`config.mk`:
```
export PLATFORM = sky130hd
export DESIGN_NAME = amem_arb
export DESIGN_NICKNAME = d
export VERILOG_FILES = /design/src/rtl/amem_arb.sv
export SDC_FILE = /design/constraint.sdc
export NUM_CORES = 1
export LEC_CHECK = 0
export BUFFER_PORTS_ARGS = -buffer_cell sky130_fd_sc_hd__buf_4
export CORE_MARGIN = 2
export CORE_UTILIZATION = 41
export DETAILED_ROUTE_END_ITERATION = 8
export GPL_TIMING_DRIVEN = 0
export PLACE_DENSITY = 0.76
export SKIP_LAST_GASP = 1
export SYNTH_ARGS = -nofsm -noshare
export SYNTH_HDL_FRONTEND = slang
export SYNTH_SLANG_ARGS = --single-unit
export TNS_END_PERCENT = 5
```
`constraint.sdc`:
```
create_clock -name clk -period 2.85 [get_ports clk]
set_input_delay 0.7125 -clock clk [delete_from_list [all_inputs] [get_ports clk]]
set_output_delay 0.7125 -clock clk [all_outputs]
set_load 0.01 [all_outputs]
```
`src/rtl/amem_arb.sv`:
```
// amem_arb: arbitrates the single-port A-memory SRAM between the CPU A-control
// path and the console spy port.
// The CPU has priority and passes straight through to the SRAM in the same cycle.
// Spy accesses fill idle A-memory cycles. A spy that has been denied too long
// forces one stolen cycle through a registered cpu_stall.
//
// Ports:
//   clk, reset                         clock, async active-high reset
//   cpu_arp/cpu_awp/cpu_aadr/cpu_wdata CPU A-memory strobes, address, write data
//   spy_req/spy_wr/spy_adr/spy_wdata   spy request (level) and access, latched at accept
//   spy_ack/spy_rdata                  one-cycle completion pulse, read data
//   cpu_stall                          registered one-cycle hold-off to the CPU
//   conflict                           sticky: CPU strobed while stalled
//   mem_adr/mem_wdata/mem_we/mem_re    SRAM request
//   mem_rdata                          SRAM read data, one cycle after mem_re
`timescale 1ns/1ps
module amem_arb #(
    parameter int unsigned AW      = 10,
    parameter int unsigned DW      = 32,
    parameter int unsigned MAXWAIT = 15
) (
    input  logic          clk,
    input  logic          reset,
    input  logic          cpu_arp,
    input  logic          cpu_awp,
    input  logic [AW-1:0] cpu_aadr,
    input  logic [DW-1:0] cpu_wdata,
    input  logic          spy_req,
    input  logic          spy_wr,
    input  logic [AW-1:0] spy_adr,
    input  logic [DW-1:0] spy_wdata,
    output logic          spy_ack,
    output logic [DW-1:0] spy_rdata,
    output logic          cpu_stall,
    output logic          conflict,
    output logic [AW-1:0] mem_adr,
    output logic [DW-1:0] mem_wdata,
    output logic          mem_we,
    output logic          mem_re,
    input  logic [DW-1:0] mem_rdata
);

    localparam int unsigned CW = 8;

    typedef enum logic [1:0] {
        S_IDLE  = 2'd0,
        S_ISSUE = 2'd1,
        S_DONE  = 2'd2,
        S_ACK   = 2'd3
    } state_t;

    state_t          r_state;
    logic            r_spy_wr;
    logic [AW-1:0]   r_spy_adr;
    logic [DW-1:0]   r_spy_wdata;
    logic [CW-1:0]   r_cnt;
    logic            r_spy_ack;
    logic [DW-1:0]   r_spy_rdata;
    logic            r_cpu_stall;
    logic            r_conflict;

    logic            w_cpu_strobe;
    logic            w_spy_drive;

    assign w_cpu_strobe = cpu_arp | cpu_awp;
    // A stall cycle always belongs to the spy; otherwise the spy only gets
    // ISSUE cycles the CPU leaves free.
    assign w_spy_drive  = r_cpu_stall | ((r_state == S_ISSUE) & ~w_cpu_strobe);

    assign spy_ack   = r_spy_ack;
    assign spy_rdata = r_spy_rdata;
    assign cpu_stall = r_cpu_stall;
    assign conflict  = r_conflict;

    // SRAM request mux; idle cycles keep the CPU address on the bus.
    always_comb begin
        mem_adr   = cpu_aadr;
        mem_wdata = cpu_wdata;
        mem_we    = 1'b0;
        mem_re    = 1'b0;
        if (w_spy_drive) begin
            mem_adr   = r_spy_adr;
            mem_wdata = r_spy_wdata;
            mem_we    = r_spy_wr;
            mem_re    = ~r_spy_wr;
        end else if (w_cpu_strobe) begin
            mem_we    = cpu_awp;
            mem_re    = cpu_arp & ~cpu_awp;
        end
    end

    // Spy access sequencer with starvation counter and stall request.
    always_ff @(posedge clk or posedge reset) begin
        if (reset) begin
            r_state     <= S_IDLE;
            r_spy_wr    <= 1'b0;
            r_spy_adr   <= '0;
            r_spy_wdata <= '0;
            r_cnt       <= '0;
            r_spy_ack   <= 1'b0;
            r_spy_rdata <= '0;
            r_cpu_stall <= 1'b0;
            r_conflict  <= 1'b0;
        end else begin
            r_spy_ack <= 1'b0;
            if (r_cpu_stall && w_cpu_strobe) begin
                r_conflict <= 1'b1;
            end
            case (r_state)
                S_IDLE: begin
                    if (spy_req && !r_spy_ack) begin
                        r_spy_wr    <= spy_wr;
                        r_spy_adr   <= spy_adr;
                        r_spy_wdata <= spy_wdata;
                        r_cnt       <= '0;
                        r_state     <= S_ISSUE;
                    end
                end
                S_ISSUE: begin
                    if (w_spy_drive) begin
                        r_cpu_stall <= 1'b0;
                        r_cnt       <= '0;
                        r_state     <= S_DONE;
                    end else if (r_cnt == CW'(MAXWAIT)) begin
                        // Counter parks at MAXWAIT; the stall guarantees the next grant.
                        r_cpu_stall <= 1'b1;
                    end else begin
                        r_cnt <= r_cnt + CW'(1);
                    end
                end
                S_DONE: begin
                    if (!r_spy_wr) begin
                        r_spy_rdata <= mem_rdata;
                    end
                    r_spy_ack <= 1'b1;
                    r_state   <= S_ACK;
                end
                S_ACK: begin
                    r_state <= S_IDLE;
                end
                default: begin
                    r_state <= S_IDLE;
                end
            endcase
        end
    end

endmodule
```
==> results.toml, run 1 <==
[setup_path]
r2r_end = "r_cnt[0]"
cp-startpoint = "r_state[1]"
reg2reg_setup_slack_ps = 740
rr_worst_depth = 6
worstReg2RegStart = "r_state[0]"
cp_common_cell = "buf_4"
cp_slowest_cell = "dfrtp_1"
worst_setup_path_start_kind = "flip-flop"
crit_path_cell_trace = "inv_1 -> ha_2 -> a21oi_4 -> buf_12 -> buf_4 -> mux2_2 -> buf_4"
cp_slowest_stage_delay_ps = 370
cp-end-kind = "output pin"
crit_required_ps = 2140
path_class = "reg2out"
cp_data_arrival_time_ps = 2030
cp_max_fo = 10
crit_path_end = "mem_wdata[9]"

[timing]
finalSetupViolations = 0
slew_headroom = 0.567
worst-slew-pin-transition_ps = 648
post-route-period-util = 0.964
drv_slew = 0
fmax_ghz = 0.364
min_period_ps = 2750
rsz0062_at_grt = "yes"
hold_viol = 0
fin_skew_ps = 9.27

[routing]
wire_per_inst_microns = 15.7
ant_nets = 0
routed_wirelength_microns = 10000
vias_per_cell = 4.93
drc_errors = 0
vias = 3147
drtPass1Iterations = 4
drt_iter0_drc = 61

[cells_and_area]
final_cell_mix = "205 x buf_4, 119 x mux2_2, 88 x dfrtp_1"
layout.nets = 626
antenna_cells = 0
final_util = 0.621
stdcell_area_sq_um = 5980
drive_above_1_share = 0.707
area_growth_pct = 49.3
mostFrequentLayoutCell = "buf_4"

[clock_network]
worstSkewPairLatency_ps = 350
cts_sinks = 88
cts_tree = "done"
clock_tree.root_cell = "clkbuf_8"
htree_levels = 3
clkTransAtPathRegs_ps = 90
cts_max_path_buffers = 2
cts_buffers = 9

[floorplanning]
core_sq_um = 9640
initial_core_util = 0.416
dieArea_sq_um = 10600
die_x_microns = 103
die_y_microns = 103
pin_count = 201
num_rows = 36

[yosys]
netlist_area_sq_um = 4010
syn_area_per_cell_sq_um = 14.1
synthCells = 284
synth_flop_cell = "dfrtp_1"
ys_ff_latch = 88
synth_seq_area_share = 0.549
synth_edf_count = 0
ys_warn_count = 0
synthTopCellsByArea = "dfrtp_1 55%, mux2_2 33%, buf_2 1.4%"
synth_top_area_frac = 0.549
synth_fp_nets = 410
synthArstFlopShare = 1.00
ys_types = 32
yosysTopAreaCell = "dfrtp_1"

[global_route]
grt_start_max_net_pins = 39
grt_pass1_vias = 3230
globalRouteOverflowTotal = 0
antenna_found_initial = 0
gr-usage-all-layers = 0.189
grt_pass1_wl_microns = 15300

[power_and_ir_drop]
ir_worst_vdd_v = 0.000506
p_leak_nw = 2.85
power.density_nw_per_um2 = 871

[run_status]
status = "completed"

[placement]
port_buffers = 200
place.gp.congestion = 0.789
postPlaceCellArea_sq_um = 5730
dp_hpwl_microns = 7840

[flow_run]
cap_violations = 0

[min_path]
hp-class = "in2async"
-- cell usage after synthesis, types with 2 or more instances --
library cell	instances
a21o_1	4
a21oi_1	5
a22o_1	2
buf_2	11
dfrtp_1	88
ha_1	4
inv_1	6
mux2_2	119
nand2_1	6
nand3_1	3
nand3b_1	2
nor2_1	4
nor3_1	3
nor4_1	2
o21ai_0	8
-- per-stage QoR --
step	hold slack [ps]	worst slack, ps	power (mW)	TNS, ps	std cells
finish	455	103	5.21	0	638
global placement	451	-286	4.30	-6090	617
global route	473	-18.2	5.58	-232	638
detailed placement	460	-258	4.41	-5850	619
CTS	458	-55.7	5.27	-818	637
floorplan	475	426	3.45	0	284
-- registers in the layout, summed over array words and instances, names as in the netlist --
| signal | cells |
|---|---|
| r_cnt | 8 |
| r_spy_wr | 1 |
| r_spy_adr | 10 |
| r_state | 2 |
| conflict | 1 |
| cpu_stall | 1 |
| r_spy_wdata | 32 |
| spy_ack | 1 |
| spy_rdata | 32 |
-- power breakdown --
part           internal [mW]  leakage, nW  switching, mW
Sequential              1.85         1.06          0.317
Combinational           1.34         1.71          0.883
Clock                  0.387       0.0906          0.433
-- per-layer routing --
layer | part of all wire | track usage
met5 | 0 | 0
met4 | 0.0086 | 0.0516
met3 | 0.10 | 0.0807
met2 | 0.52 | 0.325
met1 | 0.37 | 0.218
-- what timing repair did --
action	in CTS	in global routing
buffers inserted	2	1
hold buffers	0	0
cloned	0	0
setup endpoints to repair	44	40
gates resized for setup	4	6
pin swaps	1	0
-- critical path: cells and delay by family (launching register included) --
family / cells / cell delay [ps]
adder cells (fa/ha/maj): 1 / 220
flip-flops: 1 / 370
multiplexers: 1 / 360
AO/OA/AOI/OAI: 1 / 180
buffers and inverters: 4 / 560
-- cells by family after synthesis --
logic type / share of synthesized area
flip-flops: 0.549
AO/OA/AOI/OAI: 0.0390
AND/OR/NAND/NOR: 0.0409
buffers and inverters: 0.0212
adder cells (fa/ha/maj): 0.0125
multiplexers: 0.337
-- how the worst min path moves through the flow --
stage | start | end | slack [ps] | cells after the start
after global placement | conflict | conflict | 450 | 1
after detailed placement | conflict | conflict | 460 | 1
after floorplan | r_spy_adr[0] | r_spy_adr[0] | 480 | 1
final | reset | r_cnt[1] | 460 | 2
after CTS | reset | r_state[0] | 460 | 2
after global routing | reset | r_spy_adr[5] | 470 | 2
-- layout make-up --
class / instances / area (sq um)
plain buffers: 13 / 80.1
flip-flops and latches: 88 / 2200
repair buffers: 205 / 1580
inverters: 6 / 26.3
clock buffers: 12 / 165
fillers: 819 / 3660
multi-input cells: 177 / 1730
clock inverters: 4 / 27.5
well taps: 133 / 166
Power figures use the tool's default switching activity.
==> run 2, diff against run 1 <==
--- a/config.mk
+++ b/config.mk
@@ -7,10 +7,10 @@
 export LEC_CHECK = 0
 export BUFFER_PORTS_ARGS = -buffer_cell sky130_fd_sc_hd__buf_4
 export CORE_MARGIN = 2
-export CORE_UTILIZATION = 41
+export CORE_UTILIZATION = 46
 export DETAILED_ROUTE_END_ITERATION = 8
 export GPL_TIMING_DRIVEN = 0
-export PLACE_DENSITY = 0.76
+export PLACE_DENSITY = 0.8
 export SKIP_LAST_GASP = 1
 export SYNTH_ARGS = -nofsm -noshare
 export SYNTH_HDL_FRONTEND = slang
==> constraint.sdc (replaced) <==
create_clock -name clk -period 2.73 [get_ports clk]
set_input_delay 0.6825 -clock clk [delete_from_list [all_inputs] [get_ports clk]]
set_output_delay 0.6825 -clock clk [all_outputs]
set_load 0.01 [all_outputs]
==> run 2 against run 1 <==
Compared with the run above: sequential cell count did not move; worst hold slack got worse by 100 ps; sequential share of layout area rose by 0.22 points; clock skew rose by 8.2 ps; die area fell by 10%; worst setup slack got worse by 29 ps; power rose by 4.1%; core utilization rose by 7.1 points; critical endpoint is now mem_wdata[14]; largest cell class unchanged.
==> results.toml, run 2 (synthesized netlist as in run 1, its figures left out) <==
[timing]
fin_setup_tns_ps = 0
setup_ws_ps = 73.8
worst-slew-pin-transition_ps = 508
fmax_ghz = 0.376
hold_viol = 0
fin_skew_ps = 17.5
post-route-period-util = 0.973
rsz0062_at_grt = "yes"
finalSetupViolations = 0
slew_headroom = 0.658
min_period_ps = 2660
hold_slack_ps = 355
drv_slew = 0

[routing]
vias = 3131
ant_nets = 0
vias_per_cell = 5.11
drc_errors = 0
drt_iter0_drc = 34
drtPass1Iterations = 4
wire_per_inst_microns = 16.5
routed_wirelength_microns = 10100

[floorplanning]
dieArea_sq_um = 9480
initial_core_util = 0.467
die_x_microns = 97.4
pin_count = 201
num_rows = 34
die_y_microns = 97.4
core_sq_um = 8590

[placement]
dp_hpwl_microns = 7750
postPlaceCellArea_sq_um = 5690
place.gp.congestion = 0.829
dp_worst_setup_slack_ps = -245
dp.cells = 594
port_buffers = 200

[global_route]
grt_start_max_net_pins = 43
antenna_found_initial = 0
grt_use_met2 = 0.386
globalRouteOverflowTotal = 0
gr-usage-all-layers = 0.213
grt.busiest_layer = "met2"
use_met3 = 0.0626
met1_usage = 0.238
grt_pass1_wl_microns = 16300
grt_pass1_vias = 3438

[cells_and_area]
mostFrequentLayoutCell = "buf_4"
drive_above_1_share = 0.705
seq_area_sq_um = 2200
final_cell_mix = "202 x buf_4, 119 x mux2_2, 88 x dfrtp_1"
antenna_cells = 0
layout.nets = 626
multi_input_area_sq_um = 1740
fin_cells = 613
final_util = 0.692
stdcell_area_sq_um = 5950
area_growth_pct = 48.3
fill_cells = 642

[setup_path]
crit_path_cell_trace = "ha_4 -> a21oi_4 -> buf_12 -> buf_6 -> mux2_2 -> buf_4"
crit_buf_inv = 3
cp_max_fo = 10
path_class = "reg2out"
cpLargestDelayFamily = "buffers and inverters"
cp-end-kind = "output pin"
cp_slowest_cell = "dfrtp_1"
worst_setup_path_start_kind = "flip-flop"
crit_required_ps = 2050
cp_data_arrival_time_ps = 1970
cp_slowest_stage_delay_ps = 430

[min_path]
hp-class = "in2async"

[clock_network]
clkTransAtPathRegs_ps = 90
cts_tree = "done"
htree_levels = 3
cts_hold_buffers = 0
clock_tree.root_cell = "clkbuf_8"
cts_max_path_buffers = 2
cts_sinks = 88
worstSkewPairLatency_ps = 350
cts_buffers = 9

[power_and_ir_drop]
power.density_nw_per_um2 = 912
p_total_mw = 5.42
ir_worst_vdd_v = 0.000591
p_leak_nw = 2.85

[flow_run]
cap_violations = 0

[run_status]
status = "completed"
[run 2: cell count changes in the layout (fill, tap and decap cells not counted)]
cell / change
clkbuf_8: -2
clkinv_2: +1
buf_4: -3
buf_16: -1
ha_4: +1
buf_12: +1
ha_2: -1
buf_6: +3
clkbuf_1: +1
[run 2: worst reg2reg max path: cells and delay by family (launching register included)]
family                   cells  cell delay (ps)
AND/OR/NAND/NOR              1              370
adder cells (fa/ha/maj)      1              260
buffers and inverters        1              100
flip-flops                   1              430
AO/OA/AOI/OAI                2              600
multiplexers                 1              310
[run 2: cell type report]
cell class	instances	share of cell area
well taps	108	0.0227
inverters	6	0.00442
plain buffers	13	0.0154
multi-input cells	177	0.293
clock inverters	5	0.00547
repair buffers	205	0.265
clock buffers	11	0.0238
flip-flops and latches	88	0.370
[run 2: worst paths after layout]
kind,start,depth (start not counted),slack (ps),to
worst max-delay path,r_state[0],6,70,mem_wdata[14]
worst min-delay path,reset,2,360,spy_rdata[26]
worst max register to register,r_state[0],6,550,r_cnt[0]
worst min register to register,conflict,1,490,conflict
max in group asynchronous,reset,3,1810,r_spy_wdata[8]
min in group clk,conflict,1,490,conflict
[run 2: repair_timing]
item / in CTS / in global routing
gates resized for setup: 8 / 4
cloned: 0 / 0
pin swaps: 1 / 0
setup endpoints to repair: 44 / 42
buffers inserted: 2 / 1
[run 2: where the power goes]
group	internal (mW)	total (mW)	switching (mW)
Sequential	1.93	2.27	0.337
Clock	0.353	0.810	0.457
Combinational	1.41	2.35	0.933
Total	3.70	5.42	1.73
[run 2: per-layer routing]
layer  vias up  share of wire
li1       1457              -
met1      1528           0.37
met2       133           0.53
met3        13          0.080
met4         0          0.018
met5         -              0
==> run 3, diff against run 2 <==
--- a/config.mk
+++ b/config.mk
@@ -5,6 +5,7 @@
 export SDC_FILE = /design/constraint.sdc
 export NUM_CORES = 1
 export LEC_CHECK = 0
+export ABC_AREA = 1
 export BUFFER_PORTS_ARGS = -buffer_cell sky130_fd_sc_hd__buf_4
 export CORE_MARGIN = 2
 export CORE_UTILIZATION = 46
==> run 3 against run 2 <==
Compared with the run above: synthesized cell count up 40%; cell count up 18%; clock power up 11%; register-to-register slack better by 400 ps; combinational power down 4%.
==> results.toml, run 3 <==
[min_path]
hp-class = "in2async"

[timing]
fin_skew_ps = 9.82
post-route-period-util = 0.958
worst-slew-pin-transition_ps = 418
finalSetupViolations = 0
fmax_ghz = 0.382
min_period_ps = 2620
hold_viol = 0
setup_ws_ps = 113
drv_slew = 0
rsz0062_at_grt = "no"
fin_setup_tns_ps = 0
slew_headroom = 0.720

[setup_path]
cp-end-kind = "output pin"
reg2reg_setup_slack_ps = 950
path_class = "in2out"
worstReg2RegStart = "r_state[1]"
crit_required_ps = 2050
cp_slowest_stage_delay_ps = 330
r2r_end = "r_cnt[5]"
worst_setup_path_start_kind = "input pin"
cp_max_fo = 10
rr_worst_depth = 9
cp_data_arrival_time_ps = 1930
crit_path_cell_trace = "buf_4 -> nor2_2 -> a21oi_4 -> inv_2 -> buf_2 -> nand2_1 -> nand2_1 -> buf_4"
cp_slowest_cell = "nor2_2"

[placement]
dp_hpwl_microns = 8190
place.gp.congestion = 0.828
dp_worst_setup_slack_ps = 171
port_buffers = 200
dp.cells = 709

[global_route]
gr-usage-all-layers = 0.212
antenna_found_initial = 0
globalRouteOverflowTotal = 0
grt_pass1_vias = 3580
grt_start_max_net_pins = 45
grt_pass1_wl_microns = 16500

[yosys]
synth_fp_nets = 525
synthArstFlopShare = 1.00
synth_flop_cell = "dfrtp_1"
yosysMostFrequentCell = "nand2_1"
synth_edf_count = 0
synthTopCellsByArea = "dfrtp_1 54%, mux2_2 20%, nand2_1 14%"
netlist_area_sq_um = 4110
synth_common_cells = "154 x nand2_1, 88 x dfrtp_1, 74 x mux2_2"
ys_types = 25
ys_warn_count = 0
syn_area_per_cell_sq_um = 10.3
ys_ff_latch = 88
yosysTopAreaCell = "dfrtp_1"
synthCells = 399
synth_top_area_frac = 0.536
synth_seq_area_share = 0.536

[routing]
routed_wirelength_microns = 10400
drc_errors = 0
vias_per_cell = 4.84
drt_iter0_drc = 107
vias = 3511
drtPass1Iterations = 4
ant_nets = 0
wire_per_inst_microns = 14.3

[floorplanning]
die_y_microns = 98.5
pin_count = 201
core_sq_um = 8680
die_x_microns = 98.5
dieArea_sq_um = 9700
num_rows = 34
initial_core_util = 0.473

[power_and_ir_drop]
ir_worst_vdd_v = 0.000543
power.density_nw_per_um2 = 892
p_total_mw = 5.36
p_leak_nw = 3.14

[clock_network]
cts_tree = "done"
clkTransAtPathRegs_ps = 70
cts_max_path_buffers = 2
cts_buffers = 9
cts_hold_buffers = 0
worstSkewPairLatency_ps = 350
htree_levels = 3
clock_tree.root_cell = "clkbuf_8"
cts_sinks = 88

[cells_and_area]
antenna_cells = 0
fin_cells = 726
area_growth_pct = 46.2
layout.nets = 739
mostFrequentLayoutCell = "buf_4"
final_cell_mix = "200 x buf_4, 154 x nand2_1, 88 x dfrtp_1"
drive_above_1_share = 0.524
final_util = 0.692

[flow_run]
cap_violations = 0

[run_status]
status = "completed"
run 3: changes by cell type in the layout (fill, tap and decap cells not counted), sizes merged, moves of 3 or more:
cell   delta
a21o      -4
inv      +13
mux2     -46
nand2   +151
nand3     +4
nor2      +9
nor4      -3
run 3: metrics by stage:
step	instance area [sq um]	hold WS, ps
global route	6000	220
finish	6000	229
CTS	5990	215
floorplan	4110	480
global placement	5750	466
detailed placement	5790	480
run 3: timing repair:
item | CTS | global route
pin swaps | 0 | 1
endpoints found under the setup margin | 19 | 17
cloned | 0 | 1
resized for setup | 1 | 1
buffers inserted | 0 | 0
hold endpoints to repair | 0 | 0
run 3: cell type report:
cell class / count / area (sq um)
clock buffers: 11 / 141
repair buffers: 202 / 1540
well taps: 108 / 135
flip-flops and latches: 88 / 2200
plain buffers: 16 / 95.1
multi-input cells: 277 / 1760
inverters: 19 / 75.1
fillers: 683 / 2680
clock inverters: 5 / 56.3
run 3: how the worst max path moves through the flow:
stage	start	endpoint	slack, ps	cells past startpoint
final	cpu_arp	mem_adr[8]	110	8
after global routing	cpu_arp	mem_wdata[29]	40	8
after CTS	r_state[1]	mem_wdata[30]	80	8
after detailed placement	cpu_arp	mem_wdata[29]	170	8
after global placement	cpu_arp	mem_wdata[29]	170	8
after floorplan	cpu_arp	mem_re	560	4
run 3: per-layer routing:
layer | global-route usage | up-vias | wire [microns]
li1 | - | 1712 | -
met1 | 0.254 | 1651 | 4070
met2 | 0.383 | 138 | 5410
met3 | 0.0447 | 10 | 803
met4 | 0.0632 | 0 | 121
met5 | 0 | - | 0
run 3: logic make-up (layout without fill, tap and decap cells):
| group | count (synthesis) | count (layout) | share of synthesized area |
|---|---|---|---|
| XOR/XNOR | 2 | 2 | 0.00427 |
| flip-flops | 88 | 88 | 0.536 |
| multiplexers | 74 | 74 | 0.203 |
| AND/OR/NAND/NOR | 182 | 182 | 0.180 |
| adder cells (fa/ha/maj) | 4 | 4 | 0.0122 |
| AO/OA/AOI/OAI | 14 | 15 | 0.0232 |
| buffers and inverters | 35 | 253 | 0.0405 |
run 3: critical path, delay by kind of cell:
| family | cells | cell delay (ps) |
|---|---|---|
| buffers and inverters | 4 | 610 |
| AOI/OAI and AO/OA | 1 | 150 |
| and+or+nand+nor | 3 | 500 |
run 3: report_power, final:
part	internal (mW)	switching [mW]	total, mW	leakage (nW)
Clock	0.447	0.450	0.897	0.0993
Combinational	1.28	0.968	2.25	1.98
Sequential	1.91	0.301	2.21	1.05
